## src/rtl/parking_pkg.sv

```systemverilog
// Shared constants, state encoding and slot-arithmetic helpers for the parking gate controller.
package parking_pkg;

   localparam int NUM_SLOTS  = 4;
   localparam int SLOT_IDX_W = 2;

   typedef enum logic [1:0] {
      S_IDLE       = 2'd0,
      S_ENTRY_OPEN = 2'd1,
      S_EXIT_OPEN  = 2'd2,
      S_CLOSE_WAIT = 2'd3
   } state_t;

   localparam logic [2:0] NO_SLOT = 3'd0;

   function automatic logic [2:0] f_free_count(input logic [NUM_SLOTS-1:0] occ);
      logic [2:0] cnt;
      cnt = 3'd0;
      for (int i = 0; i < NUM_SLOTS; i++) begin
         if (!occ[i]) cnt = cnt + 3'd1;
      end
      return cnt;
   endfunction

   // Scan from the top so the lowest free index is the last one written.
   function automatic logic [2:0] f_best_place(input logic [NUM_SLOTS-1:0] occ);
      logic [2:0] place;
      place = NO_SLOT;
      for (int i = NUM_SLOTS - 1; i >= 0; i--) begin
         if (!occ[i]) place = 3'(i + 1);
      end
      return place;
   endfunction

endpackage

```

## src/rtl/parking_gate_controller_if.sv

```systemverilog
// Sensor/timebase inputs and occupancy/door/status outputs of the parking gate controller.
interface parking_gate_controller_if;
   import parking_pkg::*;

   logic                  tick;
   logic                  entry_sensor;
   logic                  exit_sensor;
   logic [SLOT_IDX_W-1:0] exit_slot;
   logic [NUM_SLOTS-1:0]  slots_occupied;
   logic [2:0]            free_count;
   logic [2:0]            best_place;
   logic                  door_open;
   logic                  full_trigger;
   logic                  invalid_exit;
   logic                  busy;

   modport master (
      output tick, entry_sensor, exit_sensor, exit_slot,
      input  slots_occupied, free_count, best_place, door_open,
             full_trigger, invalid_exit, busy
   );

   modport slave (
      input  tick, entry_sensor, exit_sensor, exit_slot,
      output slots_occupied, free_count, best_place, door_open,
             full_trigger, invalid_exit, busy
   );

endinterface

```

## src/rtl/parking_gate_controller_sensor_sync_edge.sv

```systemverilog
// Multi-stage synchronizer for an asynchronous sensor level plus a rising-edge pulse on the synced level.
module sensor_sync_edge #(
   parameter int SYNC_STAGES = 2
) (
   input  logic clk,
   input  logic reset,
   input  logic i_async,
   output logic o_level,
   output logic o_edge
);

   logic [SYNC_STAGES-1:0] r_sync;
   logic                   r_prev;

   generate
      for (genvar gi = 0; gi < SYNC_STAGES; gi++) begin : g_stage
         if (gi == 0) begin : g_first
            always_ff @(posedge clk or posedge reset) begin
               if (reset) r_sync[gi] <= 1'b0;
               else       r_sync[gi] <= i_async;
            end
         end else begin : g_next
            always_ff @(posedge clk or posedge reset) begin
               if (reset) r_sync[gi] <= 1'b0;
               else       r_sync[gi] <= r_sync[gi-1];
            end
         end
      end
   endgenerate

   always_ff @(posedge clk or posedge reset) begin
      if (reset) r_prev <= 1'b0;
      else       r_prev <= o_level;
   end

   assign o_level = r_sync[SYNC_STAGES-1];
   assign o_edge  = o_level & ~r_prev;

endmodule

```

## src/rtl/parking_gate_controller.sv

```systemverilog
// Arbitrated entry/exit sequencer: owns slot occupancy, allocates the lowest free slot and times the door.
module parking_gate_controller
   import parking_pkg::*;
#(
   parameter int SYNC_STAGES     = 2,
   parameter int DOOR_HOLD_TICKS = 200
) (
   input logic                    clk,
   input logic                    reset,
   parking_gate_controller_if.slave bus
);

   localparam int HOLD_W = $clog2(DOOR_HOLD_TICKS + 1);

   logic w_entry_level, w_entry_edge;
   logic w_exit_level,  w_exit_edge;

   sensor_sync_edge #(.SYNC_STAGES(SYNC_STAGES)) u_entry_sync (
      .clk     (clk),
      .reset   (reset),
      .i_async (bus.entry_sensor),
      .o_level (w_entry_level),
      .o_edge  (w_entry_edge)
   );

   sensor_sync_edge #(.SYNC_STAGES(SYNC_STAGES)) u_exit_sync (
      .clk     (clk),
      .reset   (reset),
      .i_async (bus.exit_sensor),
      .o_level (w_exit_level),
      .o_edge  (w_exit_edge)
   );

   state_t                r_state;
   logic [NUM_SLOTS-1:0]  r_slots;
   logic                  r_door;
   logic                  r_busy;
   logic                  r_full;
   logic                  r_invalid;
   logic                  r_pend_entry;
   logic                  r_pend_exit;
   logic [SLOT_IDX_W-1:0] r_pend_slot;
   logic [HOLD_W-1:0]     r_hold;

   logic [NUM_SLOTS-1:0]  w_lowest_free_mask;
   logic [2:0]            w_free_count;

   // Isolates the lowest zero bit of the occupancy word.
   assign w_lowest_free_mask = ~r_slots & (r_slots + 4'd1);
   assign w_free_count       = f_free_count(r_slots);

   always_ff @(posedge clk or posedge reset) begin
      if (reset) begin
         r_state      <= S_IDLE;
         r_slots      <= '0;
         r_door       <= 1'b0;
         r_busy       <= 1'b0;
         r_full       <= 1'b0;
         r_invalid    <= 1'b0;
         r_pend_entry <= 1'b0;
         r_pend_exit  <= 1'b0;
         r_pend_slot  <= '0;
         r_hold       <= '0;
      end else begin
         r_full    <= 1'b0;
         r_invalid <= 1'b0;

         // One-deep latches: an edge arriving while the latch is already set is dropped.
         if (w_entry_edge && !r_pend_entry) r_pend_entry <= 1'b1;
         if (w_exit_edge && !r_pend_exit) begin
            r_pend_exit <= 1'b1;
            r_pend_slot <= bus.exit_slot;
         end

         case (r_state)
            S_IDLE: begin
               if (r_pend_exit) begin
                  r_pend_exit <= 1'b0;
                  if (r_slots[r_pend_slot]) begin
                     r_slots[r_pend_slot] <= 1'b0;
                     r_state <= S_EXIT_OPEN;
                     r_door  <= 1'b1;
                     r_busy  <= 1'b1;
                     r_hold  <= '0;
                  end else begin
                     r_invalid <= 1'b1;
                  end
               end else if (r_pend_entry) begin
                  r_pend_entry <= 1'b0;
                  if (w_free_count != 3'd0) begin
                     r_slots <= r_slots | w_lowest_free_mask;
                     r_state <= S_ENTRY_OPEN;
                     r_door  <= 1'b1;
                     r_busy  <= 1'b1;
                     r_hold  <= '0;
                  end else begin
                     r_full <= 1'b1;
                  end
               end
            end
            S_ENTRY_OPEN, S_EXIT_OPEN: begin
               if (bus.tick) begin
                  if (r_hold == HOLD_W'(DOOR_HOLD_TICKS - 1)) r_state <= S_CLOSE_WAIT;
                  else                                        r_hold  <= r_hold + 1'b1;
               end
            end
            S_CLOSE_WAIT: begin
               if (!w_entry_level && !w_exit_level) begin
                  r_state <= S_IDLE;
                  r_door  <= 1'b0;
                  r_busy  <= 1'b0;
               end
            end
            default: r_state <= S_IDLE;
         endcase
      end
   end

   assign bus.slots_occupied = r_slots;
   assign bus.free_count     = w_free_count;
   assign bus.best_place     = f_best_place(r_slots);
   assign bus.door_open      = r_door;
   assign bus.full_trigger   = r_full;
   assign bus.invalid_exit   = r_invalid;
   assign bus.busy           = r_busy;

endmodule

```

## src/flat_wrapper.sv

```systemverilog
// flat-port wrapper written by rule: the top's interface ports become plain ports
module parking_gate_controller_flat import parking_pkg::*;
#(
   parameter int SYNC_STAGES     = 2,
   parameter int DOOR_HOLD_TICKS = 200
)
  (clk, reset, bus_tick, bus_entry_sensor, bus_exit_sensor, bus_exit_slot, bus_slots_occupied, bus_free_count, bus_best_place, bus_door_open, bus_full_trigger, bus_invalid_exit, bus_busy);
  parking_gate_controller_if bus_i ();
  input logic clk;
  input logic reset;
  input wire logic [$bits(bus_i.tick)-1:0] bus_tick;
  input wire logic [$bits(bus_i.entry_sensor)-1:0] bus_entry_sensor;
  input wire logic [$bits(bus_i.exit_sensor)-1:0] bus_exit_sensor;
  input wire logic [$bits(bus_i.exit_slot)-1:0] bus_exit_slot;
  output wire logic [$bits(bus_i.slots_occupied)-1:0] bus_slots_occupied;
  output wire logic [$bits(bus_i.free_count)-1:0] bus_free_count;
  output wire logic [$bits(bus_i.best_place)-1:0] bus_best_place;
  output wire logic [$bits(bus_i.door_open)-1:0] bus_door_open;
  output wire logic [$bits(bus_i.full_trigger)-1:0] bus_full_trigger;
  output wire logic [$bits(bus_i.invalid_exit)-1:0] bus_invalid_exit;
  output wire logic [$bits(bus_i.busy)-1:0] bus_busy;
  assign bus_i.tick = bus_tick;
  assign bus_i.entry_sensor = bus_entry_sensor;
  assign bus_i.exit_sensor = bus_exit_sensor;
  assign bus_i.exit_slot = bus_exit_slot;
  assign bus_slots_occupied = bus_i.slots_occupied;
  assign bus_free_count = bus_i.free_count;
  assign bus_best_place = bus_i.best_place;
  assign bus_door_open = bus_i.door_open;
  assign bus_full_trigger = bus_i.full_trigger;
  assign bus_invalid_exit = bus_i.invalid_exit;
  assign bus_busy = bus_i.busy;
  parking_gate_controller #(.SYNC_STAGES(SYNC_STAGES), .DOOR_HOLD_TICKS(DOOR_HOLD_TICKS)) u_core (.clk(clk), .reset(reset), .bus(bus_i));
endmodule
```

## config.mk

```make
export PLATFORM = sky130hd
export DESIGN_NAME = parking_gate_controller_flat
export DESIGN_NICKNAME = d
export VERILOG_FILES = /design/src/rtl/parking_pkg.sv /design/src/rtl/parking_gate_controller_if.sv /design/src/rtl/parking_gate_controller_sensor_sync_edge.sv /design/src/rtl/parking_gate_controller.sv /design/src/flat_wrapper.sv
export SDC_FILE = /design/constraint.sdc
export NUM_CORES = 1
export LEC_CHECK = 0
export ABC_AREA = 0
export BUFFER_PORTS_ARGS = -buffer_cell sky130_fd_sc_hd__buf_2
export CAP_MARGIN = 20
export CORE_ASPECT_RATIO = 1.75
export CORE_UTILIZATION = 27
export CTS_BUF_LIST = sky130_fd_sc_hd__clkbuf_4
export CTS_CLUSTER_SIZE = 40
export DETAILED_ROUTE_END_ITERATION = 6
export SYNTH_ARGS = -nofsm -noshare
export SYNTH_HDL_FRONTEND = slang
export SYNTH_HIERARCHICAL = 1
export SYNTH_SLANG_ARGS = --single-unit
```

## constraint.sdc

```tcl
create_clock -name clk -period 2.92 [get_ports clk]
set_input_delay 0.584 -clock clk [delete_from_list [all_inputs] [get_ports clk]]
set_output_delay 0.584 -clock clk [all_outputs]
set_load 0.02 [all_outputs]
```

# [Word level (Yosys, flattened, before mapping)]
# Cells that the tools add are included.
[word_totals] wordCells=113 in_bits=7 ff_bits=27 out_inout_bits=14
[classes] n_reduce_logical=19 n_lt_le_gt_ge=2 n_eq_ne=12 n_bitwise=9 n_mux=51 n_addsub=5
[ops] operator="$mux W8" n=6
[ops] operator="$mux W1" n=22
[ops] operator="$mux W3" n=7
[ops] operator="$mux W4" n=4
[ops] operator="$pmux W8 S2" n=1
[ops] operator="$mux W2" n=7
[ops] operator="$reduce_and A6 Y1" n=2
[ops] operator="$add A8 B1 Y8 const B" n=1
[ops] operator="$and A4 B4 Y4" n=2
[ops] operator="$eq A8 B8 Y1 const B" n=1
[ops] operator="$not A4 Y4" n=2
[ops] operator="$reduce_bool A2 Y1" n=4
[ops] operator="$add A3 B1 Y3 const B" n=2
[ops] operator="$ne A2 B2 Y1 const B" n=3
[ops] operator="$ne A3 B1 Y1 const B" n=2
[ops] operator="$pmux W2 S3" n=1
[ops] operator="$reduce_and A5 Y1" n=1
[ops] operator="$add A4 B1 Y4 const B" n=1
[ops] operator="$eq A2 B2 Y1 const B" n=2
[ops] operator="$logic_and A1 B1 Y1" n=4
[ops] operator="$logic_not A1 Y1" n=4
[ops] operator="$ne A2 B1 Y1 const B" n=2
[ops] operator="$or A4 B4 Y4" n=1
[ops] operator="$reduce_and A4 Y1" n=1
[ops] operator="13 further kinds" n=15

# [Longest topological paths before layout]
# Gate-level depths: netlist of run 1.
[depth] word_depth=12 mapped_depth=11 ltp_nobuf=11

# [By module]
# Netlist of run 1, hierarchy kept.
[by_module_without_submodules] mod="parking_gate_controller" n_inst=1 cells_each=160 area_per_inst_um2=1475.2 seq_area_each_um2=525.5
[by_module_without_submodules] mod="sensor_sync_edge" n_inst=2 cells_each=5 area_per_inst_um2=92.6 seq_area_each_um2=75.1

# [Least setup slack after synthesis of run 1]
# OpenSTA, ideal clock, no wires.
[synth_path] path_kind="flip-flop to flip-flop" start="register u_core.r_slots[0], in the netlist u_core/bus.slots_occupied[0]" end="register u_core.r_state[1]" path_slack_ns=0.127 path_stages_with_launch=12 required_time_ns=2.792 n_path_buf=0 synth_period_minus_slack_ns=2.793 t_arrival_ns=2.666 setup_ns=0.128 cell_sequence="dfrtp_1 -> inv_1 -> ha_1 -> xor2_1 -> inv_1 -> ha_1 -> nor2b_1 -> a31oi_1 -> inv_2 -> o21ai_2 -> a21oi_1 -> mux2_1"
[synth_between] elab_chain_len=10 elab_cells_between_ends=13 classes_between="3 x add/sub; 2 x eq/ne; 6 x mux; 2 x reduce/logical"
[synth_lines] element="start: declaration" line="parking_gate_controller.sv:35" rtl="logic [NUM_SLOTS-1:0] r_slots;"
[synth_lines] element="start signal: assignment" line="parking_gate_controller.sv:91" rtl="r_slots <= r_slots | w_lowest_free_mask;"
[synth_lines] element="$mux W1 (*)" line="parking_pkg.sv:20" rtl="if (!occ[i]) cnt = cnt + 3'd1;"
[synth_lines] element="$add A1 B1 Y2" line="parking_pkg.sv:20"
[synth_lines] element="$mux W3 (*)" line="parking_pkg.sv:20"
[synth_lines] element="$add A3 B1 Y3" line="parking_pkg.sv:20"
[synth_lines] element="$mux W3 (*)" line="parking_pkg.sv:20"
[synth_lines] element="$add A3 B1 Y3" line="parking_pkg.sv:20"
[synth_lines] element="$mux W3 (*)" line="parking_pkg.sv:20"
[synth_lines] element="via bus_free_count[1]" line="flat_wrapper.sv:16" rtl="output wire logic [$bits(bus_i.free_count)-1:0] bus_free_count;"
[synth_lines] element="$reduce_bool A3 Y1 (*)" line="parking_gate_controller.sv:90" rtl="if (w_free_count != 3'd0) begin"
[synth_lines] element="$ne A3 B1 Y1 (no line) (*)"
[synth_lines] element="$reduce_and A6 Y1 (no line) (*)"
[synth_lines] element="end signal: assignment" line="parking_gate_controller.sv:92" rtl="r_state <= S_ENTRY_OPEN;"
[synth_lines] element="end signal: assignment" line="parking_gate_controller.sv:103" rtl="if (r_hold == HOLD_W'(DOOR_HOLD_TICKS - 1)) r_state <= S_CLOSE_WAIT;"
[synth_lines] element="end signal: assignment" line="parking_gate_controller.sv:109" rtl="r_state <= S_IDLE;"
[synth_lines] element="end: declaration" line="parking_gate_controller.sv:34" rtl="state_t r_state;"
# The timed path passes the listed nets; every way through them passes the cells marked *. The select of a mux whose other input is x is not followed.
# A chain may end at the register's enable or synchronous reset.

# [Worst setup path after layout of run 1]
[layout_path] start="register u_core.r_slots[0], in the netlist u_core/bus.slots_occupied[0]" end="output port bus_free_count[1]"
[layout_between] elab_chain_len=7
[layout_lines] element="$mux W1 (*)" line="parking_pkg.sv:20"
[layout_lines] element="$add A1 B1 Y2" line="parking_pkg.sv:20"
[layout_lines] element="$mux W3 (*)" line="parking_pkg.sv:20"
[layout_lines] element="$add A3 B1 Y3" line="parking_pkg.sv:20"
[layout_lines] element="$mux W3 (*)" line="parking_pkg.sv:20"
[layout_lines] element="$add A3 B1 Y3" line="parking_pkg.sv:20"
[layout_lines] element="$mux W3 (*)" line="parking_pkg.sv:20"
[layout_lines] element="end: declaration" line="flat_wrapper.sv:16"
# Mark *: on every way between the ends. The rest lies on a longest branch, timed or not.

==> flow_summary_export.csv, run 1 <==
group,metric,value,unit
status,status,"complete, no violations",
logic_synthesis,yosys-top-cells-count,"dfrtp_1, inv_1, nand2_1",
timing,slew_viol_final,0,
detailed_routing,num_vias,1327,
placed_design,place_area,1830,sq um
critical_path,critical_path_class,"reg2out",
placed_design,io_buffers,20,
timing,max_freq,0.362,GHz
critical_path,start_kind,"flop",
detailed_routing,drt-total-wl,3.49,mm
critical_path,worstSetupStartpoint,"u_core/bus.slots_occupied[0]",
logic_synthesis,async_flop_share,100,%
timing,setup_viol,0,
clocking,clk_pin_slew,0.14,ns
clocking,cts-htree-levels,1,
logic_synthesis,syn_area_per_cell,9.77,sq um
logic_synthesis,netlist_top_cells_area,"dfrtp_1, ha_1, inv_1",
clocking,postCtsHoldBufs,0,
die,initial_utilization,28.0,%
die,fp.dieH,106,um
logic_synthesis,syn-num-nets,186,
logic_synthesis,synthDistinctLibCells,53,
min_path,hp-class,"in2async",
detailed_routing,top_layer,"met4",
die,io_pins,21,
clocking,cts_sinks,27,
cells_and_area,area_growth,15.4,%
flow_run,cap_viol_max_count,0,
global_routing,antenna_found_initial,0,
die,die_x,61.3,um
die,die_area,6480,sq um
logic_synthesis,ys_seq_area_share,40.7,%
critical_path,reg2reg_from,"u_core/bus.slots_occupied[0]",
cells_and_area,layout-drive-gt1-share,27.6,%
clocking,cts_tree,"built",
detailed_routing,remaining_drc_errors,0,
cells_and_area,fin_area,1920,sq um
detailed_routing,wl_met3,59,um
global_routing,grt_overflow_total,0,
critical_path,endpoint_kind,"output port",
logic_synthesis,synth_edf_count,0,
logic_synthesis,synth.top_cell.area_share,40.7,%
timing,post-route-min-period,2.76,ns
clocking,cts-root-buf,"clkbuf_4",
detailed_routing,drt_iter0_markers,75,
timing,relSlewSlack,43.8,%
logic_synthesis,synth.most_common_cell,"dfrtp_1",
die,core-area,5930,sq um
logic_synthesis,yosysWarnings,6,
detailed_routing,wl_met2,1.91,mm
cells_and_area,nNetsFinal,209,
global_routing,grt_pass1_wl,5.89,mm
detailed_routing,ant_nets,0,
die,fp-row-count,37,
global_routing,grt_pass1_vias,1324,
global_routing,grt_max_degree,22,
critical_path,cp.required,2.34,ns
critical_path,crit_fanout,4,
detailed_routing,viasPerCell,4.90,
logic_synthesis,yosysTopAreaCell,"dfrtp_1",
clocking,max-clock-path-buffers,2,
critical_path,worstPathArrival,2.18,ns
detailed_routing,avgRoutedWirePerCell,12.9,um
placed_design,hpwl,2.60,mm
detailed_routing,drtPass1Iterations,4,
logic_synthesis,netlist_area,1660,sq um
timing,worst_pin_slew,0.842,ns
placed_design,place_congestion,0.851,
timing,fin_crit_sh,94.5,%
timing,hold_viol_final,0,
logic_synthesis,synth-main-ff-cell,"dfrtp_1",
logic_synthesis,synth-seq-cells,27,
clocking,clk_latency,0.34,ns
detailed_routing,wl_met1,1.41,mm
timing,finClkSkew,0.0127,ns
global_routing,grt_usage,12.1,%
logic_synthesis,synthCells,170,
clocking,numCtsBuffers,3,
timing repair:
item / 4_1_cts / 5_1_grt
buffers inserted: 1 / 2
resized for setup: 2 / 5
setup endpoints to repair: 1 / 1
placed cells by master, fill, tap and decap left out, types with 2 or more instances in the layout:
cell / instances
dfrtp_1: 26
buf_2: 20
nand2_1: 16
inv_1: 15
nand3_1: 8
ha_1: 8
o21ai_0: 7
buf_4: 5
a21oi_1: 5
nand2b_1: 4
nor2b_1: 4
o22ai_1: 4
nor2_1: 4
clkbuf_4: 3
or2_2: 3
mux2i_1: 3
mux2_2: 3
inv_2: 3
a21o_1: 3
nor3_1: 3
o31ai_1: 3
nand3b_1: 2
o211ai_1: 2
and3_1: 2
xnor2_1: 2
o21ai_1: 2
nor2b_4: 2
registers in the layout, summed over array words and instances (netlist names):
register	count
u_core/bus.busy	1
u_core/bus.full_trigger	1
u_core/bus.invalid_exit	1
u_core/bus.slots_occupied	4
u_core/r_hold	8
u_core/r_pend_entry	1
u_core/r_pend_exit	1
u_core/r_pend_slot	2
u_core/r_state	2
u_core/u_entry_sync/o_level	1
u_core/u_entry_sync/r_prev	1
u_core/u_entry_sync/r_sync	1
u_core/u_exit_sync/o_level	1
u_core/u_exit_sync/r_prev	1
u_core/u_exit_sync/r_sync	1
path summary, 6_finish.rpt:
check / endpoint / slack [ns] / cells past startpoint
min reg2reg: u_core/u_entry_sync/o_level / 0.36 / 0
min: u_core/u_exit_sync/o_level / 0.11 / 2
min in group clk: u_core/u_exit_sync/r_sync[0] / 0.35 / 1
max reg2reg: u_core/r_state[1] / 0.36 / 12
max in group asynchronous: u_core/bus.slots_occupied[2] / 1.93 / 2
max: bus_free_count[1] / 0.16 / 9
stage by stage:
| step | instances | hold WS, ns | setup slack [ns] | setup TNS, ns | utilization (%) |
|---|---|---|---|---|---|
| after floorplan | 170 | 0.331 | 0.127 | 0 | - |
| after global placement | 263 | 0.333 | 0.281 | 0 | 30.8 |
| after detailed placement | 263 | 0.336 | 0.246 | 0 | 30.8 |
| after CTS | 268 | 0.0891 | 0.0168 | 0 | 31.8 |
| after global routing | 270 | 0.0708 | -0.00203 | -0.00203 | 32.3 |
| final | 271 | 0.110 | 0.160 | 0 | 32.3 |
cell families (layout without fill, tap and decap cells):
group	count (synthesis)	count (layout)	synth area share, %
fa+ha+maj	9	9	6.78
mux	8	8	5.88
compound gates	44	44	20.1
flops	27	27	40.7
simple gates	54	54	18.2
other cells	0	1	0
buf+inv	25	47	6.78
xor+xnor	3	3	1.58
layout make-up:
type	count	area, sq um
diodes	1	2.50
flip-flops and latches	27	677
inverters	18	67.6
clock inverters	1	5.00
well taps	78	97.6
fillers	646	4010
repair buffers	25	138
multi-input cells	118	906
clock buffers	3	22.5
routing by layer:
metal / GRT usage, % / vias up
met5: 0 / -
met4: 7.95 / 0
met3: 1.60 / 8
met2: 21.4 / 22
met1: 12.5 / 648
li1: - / 649
critical path, cell delays in order, from the launching register on:
cell and delay, ns:
dfrtp_1 0.39, inv_2 0.07, ha_1 0.23, nand2b_4 0.15, and2_1 0.14, ha_1 0.28
nor2b_1 0.13, a31oi_2 0.22, inv_2 0.08, buf_2 0.16
Power of run 1 is not shown: default switching activity piles up to over one toggle a cycle in this logic, so the estimate is an artifact.
==> run 2, diff against run 1 <==
- SYNTH_HIERARCHICAL: 1 -> not set
==> run 2 against run 1 <==
Global-route usage increased by 1.4 points. Setup slack got worse by 0.028 ns. Maximum frequency decreased by 1.0%. Non-clock buffer count increased by 5.
==> flow_summary_export.csv, run 2 <==
group,metric,value,unit
critical_path,max_stage_delay,0.46,ns
timing,fin_crit_sh,95.5,%
cells_and_area,largest_register_ffs,8,
critical_path,critPathBufInv,3,
die,fp.dieH,106,um
timing,hold_viol_final,0,
die,die_area,6470,sq um
power_and_ir_drop,cellPowerDensity,1190,nW/um^2
cells_and_area,nNetsFinal,211,
detailed_routing,ant_nets,0,
cells_and_area,area_growth,16.3,%
detailed_routing,drtPass1Iterations,4,
cells_and_area,final_cell_mix,"dfrtp_1, buf_2, nand2_1, buf_4, inv_1",
placed_design,io_buffers,20,
timing,hold_slack,0.294,ns
critical_path,slowest_stage,"dfrtp_2",
status,status,"complete, no violations",
logic_synthesis,synth-seq-cells,27,
critical_path,crit_cells,8,
critical_path,critical_path_class,"reg2out",
logic_synthesis,yosys-top-cells-count,"dfrtp_1, nand2_1, inv_1",
die,initial_utilization,28.2,%
power_and_ir_drop,power.leakage,0.000863,uW
power_and_ir_drop,peakVddDrop,0.226,mV
logic_synthesis,netlist_area,1660,sq um
placed_design,placed_cells,266,
flow_run,cap_viol_max_count,0,
detailed_routing,remaining_drc_errors,0,
logic_synthesis,netlist_top_cells_area,"dfrtp_1, ha_1, mux2i_1",
logic_synthesis,synth.most_common_cell,"dfrtp_1",
logic_synthesis,syn_area_per_cell,9.81,sq um
timing,max_freq,0.359,GHz
detailed_routing,viasPerCell,5.19,
logic_synthesis,syn-num-nets,185,
logic_synthesis,ys_seq_area_share,40.8,%
timing,fin_setup_tns,0,ns
detailed_routing,drt_iter0_markers,96,
global_routing,grt_usage,13.5,%
global_routing,grt_max_degree,28,
critical_path,crit_fanout,5,
min_path,hp-class,"in2async",
critical_path,endpoint_kind,"output port",
global_routing,grt_overflow_total,0,
cells_and_area,regMostFlops,"u_core.r_hold",
timing,setup_viol,0,
global_routing,grt_pass1_wl,6.51,mm
clocking,clk_latency,0.32,ns
placed_design,place_congestion,0.764,
die,fp-row-count,37,
critical_path,start_kind,"flop",
timing,finClkSkew,0.00450,ns
critical_path,worstPathArrival,2.20,ns
global_routing,grt_pass1_vias,1378,
logic_synthesis,synth_edf_count,0,
timing,worst_pin_slew,0.678,ns
cells_and_area,antenna_cells,0,
die,io_pins,21,
clocking,max-clock-path-buffers,2,
detailed_routing,num_vias,1413,
detailed_routing,drt-total-wl,3.84,mm
critical_path,cp_top_family,"adder cells",
critical_path,reg2reg_depth,9,
logic_synthesis,yosysWarnings,0,
placed_design,hpwl,2.93,mm
logic_synthesis,synthCells,169,
logic_synthesis,synthDistinctLibCells,51,
placed_design,place_ws,0.120,ns
timing,relSlewSlack,54.7,%
logic_synthesis,async_flop_share,100,%
cells_and_area,layout-drive-gt1-share,25.3,%
die,core-area,5880,sq um
clocking,numCtsBuffers,3,
die,die_x,61.2,um
timing,rsz0062_at_grt,"false",
critical_path,path_cells,"inv_1 -> ha_1 -> xnor2_2 -> ha_2 -> nor2_1 -> a31o_2 -> inv_2 -> buf_4",
logic_synthesis,synth.top_cell.area_share,40.8,%
logic_synthesis,yosysTopAreaCell,"dfrtp_1",
clocking,clk_pin_slew,0.14,ns
logic_synthesis,synth-main-ff-cell,"dfrtp_1",
detailed_routing,avgRoutedWirePerCell,14.1,um
clocking,cts-htree-levels,1,
clocking,cts_tree,"built",
timing,slew_viol_final,0,
critical_path,cp.required,2.34,ns
clocking,postCtsHoldBufs,0,
cells_and_area,layout_commonest_cell,"dfrtp_1",
power_and_ir_drop,power,2290,uW
cells_and_area,final_cells,272,
timing,setup_ws,0.133,ns
clocking,cts-root-buf,"clkbuf_4",
global_routing,antenna_found_initial,0,
clocking,cts_sinks,27,
timing,post-route-min-period,2.79,ns
==> run 2: cell count changes in the layout (fill, tap and decap cells not counted), moves of 4 or more <==
cell     before  now
nand2_1      16   12
nand4_1       0    5
a31oi_1       0    4
inv_1        15   10
mux2i_1       3    7
buf_4         5   11
o22ai_1       4    0
==> run 2: tightest hold or removal path: cells and delay by family <==
family / cells / cell delay [ns]
buf+inv: 3 / 0.47
==> run 2: metal layers <==
layer	track usage, %	part of all wire, %
met1	14.8	38
met2	23.9	56
met3	2.09	2.2
met4	6.33	3.4
met5	0	0
==> run 2: final timing paths <==
path	from	end	slack, ns
worst max-delay path	u_core.bus.slots_occupied[0]	bus_free_count[1]	0.13
max in group asynchronous	reset	u_core.bus.slots_occupied[0]	2.34
worst min register to register	u_core.u_exit_sync.r_sync[0]	u_core.u_exit_sync.o_level	0.36
worst min-delay path	reset	u_core.u_exit_sync.r_sync[0]	0.29
min in group clk	bus_exit_sensor	u_core.u_exit_sync.r_sync[0]	0.36
worst max register to register	u_core.bus.slots_occupied[0]	u_core.r_hold[6]	0.14
==> run 2: kinds of logic (layout without fill, tap and decap cells) <==
family,Yosys count,count (layout),synth area share [%]
AND/OR/NAND/NOR,54,54,18.3
AO/OA/AOI/OAI,46,46,20.9
flip-flops,27,27,40.8
buffers and inverters,21,46,5.36
adder cells (fa/ha/maj),9,9,6.79
multiplexers,9,9,6.26
XOR/XNOR,3,3,1.59
==> run 2: area by class of cell <==
cell class                      count  area, sq um
Clock inverter                      1         5.00
Multi-Input combinational cell    121          903
Inverter                           12         45.0
Tap cell                           78         97.6
Sequential cell                    27          677
Clock buffer                        3         22.5
Fill cell                         643         3950
Timing Repair Buffer               30          178
==> run 2: metrics by stage <==
| step | instance area [sq um] | util [%] |
|---|---|---|
| global route | 1930 | 32.8 |
| finish | 1930 | 32.8 |
| CTS | 1900 | 32.3 |
| global placement | 1870 | 31.9 |
| floorplan | 1660 | - |
| detailed placement | 1870 | 31.9 |
==> run 2: power breakdown <==
part	total (uW)	leakage, uW	switching [uW]	internal (uW)
logic	1460	0.000522	835	626
clock network	162	0.0000177	110	51.4
registers	665	0.000324	173	493
==> run 2: repair_timing <==
action,4_1_cts,5_1_grt
setup buffers,0,2
setup endpoints to repair,0,6
resized for setup,0,3
Note: power is estimated with default switching activity, not from simulation.
==> run 3, diff against run 2 <==
- ABC_AREA: 0 -> 1
- SKIP_LAST_GASP: not set -> 1
==> run 3 against run 2 <==
Core utilization down 1.9 points. First-iteration DRC count down 73%. Area after synthesis up 6.8%. Combinational power up 5%. Routed wire length down 4.1%. Largest power group unchanged. Maximum frequency up 1.2%.
==> flow_summary_export.csv, run 3 <==
group,metric,value,unit
logic_synthesis,synth.top_cell.area_share,38.2,%
cells_and_area,layout-drive-gt1-share,17.9,%
die,die_x,63.2,um
critical_path,start_kind,"flop",
detailed_routing,remaining_drc_errors,0,
clocking,postCtsHoldBufs,0,
global_routing,antenna_found_initial,0,
detailed_routing,num_vias,1511,
clocking,max-clock-path-buffers,2,
cells_and_area,regMostFlops,"u_core.r_hold",
logic_synthesis,async_flop_share,100,%
placed_design,place_congestion,0.829,
logic_synthesis,netlist_top_cells_area,"dfrtp_1, nand2_1, ha_1",
die,fp-row-count,38,
clocking,cts_tree,"built",
cells_and_area,layout_commonest_cell,"nand2_1",
global_routing,grt_overflow_total,0,
logic_synthesis,netlist_area,1770,sq um
logic_synthesis,synth_edf_count,0,
critical_path,max_stage_delay,0.47,ns
detailed_routing,drt_iter0_markers,26,
cells_and_area,largest_register_ffs,8,
die,core-area,6280,sq um
logic_synthesis,yosysTopAreaCell,"dfrtp_1",
clocking,cts-root-buf,"clkbuf_4",
clocking,cts_resized,0,
critical_path,reg2reg_to,"u_core.r_hold[1]",
die,initial_utilization,28.2,%
detailed_routing,ant_nets,0,
timing,setup_viol,0,
critical_path,cp.required,2.34,ns
logic_synthesis,synthCells,233,
clocking,clk_pin_slew,0.15,ns
timing,fin_crit_sh,94.4,%
timing,max_freq,0.363,GHz
logic_synthesis,synthAdderAreaFrac,6.36,%
critical_path,reg2reg_depth,13,
detailed_routing,drtPass1Iterations,4,
logic_synthesis,syn_area_per_cell,7.60,sq um
timing,worst_pin_slew,0.524,ns
global_routing,grt_pass1_vias,1497,
cells_and_area,area_growth,9.68,%
die,io_pins,21,
die,die_area,6900,sq um
power_and_ir_drop,cellPowerDensity,1190,nW/um^2
logic_synthesis,muxShareOfSynthArea,0,%
timing,fin_setup_tns,0,ns
cells_and_area,final_cell_mix,"nand2_1, inv_1, dfrtp_1, nor2_1, buf_2",
logic_synthesis,syn-num-nets,249,
critical_path,crit_cells,9,
critical_path,slowest_stage,"dfrtp_2",
critical_path,worstSetupStartpoint,"u_core.bus.slots_occupied[0]",
timing,slew_viol_final,0,
critical_path,crit_fanout,9,
critical_path,critPathBufInv,3,
cells_and_area,regArea,678,sq um
critical_path,reg2reg_from,"u_core.bus.slots_occupied[0]",
logic_synthesis,synthDistinctLibCells,31,
cells_and_area,nNetsFinal,268,
logic_synthesis,synth-compound-area-share,6.57,%
min_path,hp-class,"in2async",
clocking,cts-htree-levels,1,
logic_synthesis,synth_top_family_by_area,"simple AND/OR/NAND/NOR gates",
timing,hold_viol_final,0,
detailed_routing,drt-total-wl,3.69,mm
clocking,postCtsSetupBuffers,0,
logic_synthesis,yosysWarnings,0,
logic_synthesis,synth-main-ff-cell,"dfrtp_1",
critical_path,cp_top_family,"adder cells",
clocking,cts_sinks,27,
global_routing,grt_max_degree,28,
logic_synthesis,synth_xor_area_share,1.91,%
clocking,clk_latency,0.32,ns
critical_path,path_cells,"inv_1 -> ha_1 -> xnor2_1 -> ha_1 -> inv_1 -> nor2_1 -> nand2_1 -> nand2_2 -> buf_2",
global_routing,grt_usage,12.0,%
timing,relSlewSlack,65.0,%
logic_synthesis,ys_seq_area_share,38.2,%
logic_synthesis,yosys.area_share.simple,37.3,%
status,status,"complete, no violations",
cells_and_area,antenna_cells,0,
cells_and_area,fin_util,30.9,%
logic_synthesis,yosys-top-cells-count,"nand2_1, dfrtp_1, inv_1",
power_and_ir_drop,peakVddDrop,0.338,mV
flow_run,cap_viol_max_count,0,
critical_path,r2r_slack,0.61,ns
critical_path,crit_path_end,"bus_free_count[2]",
timing,post-route-min-period,2.76,ns
power_and_ir_drop,power.leakage,0.00100,uW
placed_design,hpwl,2.74,mm
critical_path,endpoint_kind,"output port",
detailed_routing,viasPerCell,4.56,
timing,finClkSkew,0.00415,ns
detailed_routing,avgRoutedWirePerCell,11.1,um
cells_and_area,n_fill_cell,709,
logic_synthesis,synth.most_common_cell,"nand2_1",
global_routing,grt_pass1_wl,6.58,mm
timing,rsz0062_at_grt,"false",
placed_design,io_buffers,20,
cells_and_area,multi_input_area,923,sq um
critical_path,critical_path_class,"reg2out",
critical_path,worstPathArrival,2.17,ns
logic_synthesis,synth-seq-cells,27,
die,fp.dieH,109,um
clocking,numCtsBuffers,3,
[run 3: changes by cell type after synthesis, sizes merged, moves of 4 or more]
cell    delta
nand2     +67
nand3      +8
inv       +15
clkbuf     -5
mux2i      -7
and3       -5
a31oi      -4
o21ai      +4
nor2      +19
nand4      +9
[run 3: metal layers]
metal | track usage (%) | up-vias | wire (um)
met2 | 23.7 | 21 | 1970
met5 | 0 | - | 0
met3 | 0.941 | 4 | 65
met1 | 12.6 | 708 | 1600
met4 | 5.52 | 0 | 59
li1 | - | 778 | -
[run 3: through the flow]
stage          instances  hold slack (ns)  cell area [sq um]  total power, uW  setup slack [ns]
2_1_floorplan        233            0.331               1770             1870             0.592
3_5_place_dp         327            0.335               1910             2170             0.450
6_report             331            0.294               1940             2320             0.165
4_1_cts              331            0.297               1940             2340            0.0678
3_3_place_gp         327            0.334               1910             2160             0.539
5_1_grt              331            0.311               1940             2550            0.0318
[run 3: area by class of cell]
class	count	area share (%)
multi-input combinational	171	47.6
sequential	27	34.9
timing repair buffer	21	5.54
inverter	28	5.41
tap	80	5.15
clock buffer	3	1.16
clock inverter	1	0.258
[run 3: power by group]
part	internal (uW)	total [uW]	leakage (uW)	switching (uW)
Combinational	497	1540	0.000646	1040
Sequential	478	613	0.000339	136
Clock	51.4	165	0.0000177	114
[run 3: worst reg2reg max path, stage by stage (launching register included)]
cell and delay, ns:
dfrtp_2 0.47, inv_1 0.09, ha_1 0.38, xnor2_1 0.19, ha_1 0.24, inv_1 0.06
nor2_1 0.03, nand2_1 0.09, nand2_2 0.07, nor2_4 0.15, nand3_4 0.19, nand3_4 0.18
nand2_1 0.07, nand2_1 0.06
[run 3: worst min path at each step]
stage | from | end | slack [ns] | depth (start not counted)
after floorplan | u_core.u_entry_sync.r_sync[0] | u_core.u_entry_sync.o_level | 0.33 | 0
after global placement | u_core.u_entry_sync.r_sync[0] | u_core.u_entry_sync.o_level | 0.33 | 0
after detailed placement | u_core.u_entry_sync.r_sync[0] | u_core.u_entry_sync.o_level | 0.33 | 0
after CTS | reset | u_core.r_hold[7] | 0.30 | 3
after global routing | reset | u_core.r_hold[1] | 0.31 | 3
final | reset | u_core.r_pend_slot[0] | 0.29 | 3
[run 3: logic make-up after synthesis]
kind of cell / Yosys count
compound gates: 22
xor+xnor: 3
fa+ha+maj: 9
buf+inv: 35
flops: 27
simple gates: 137
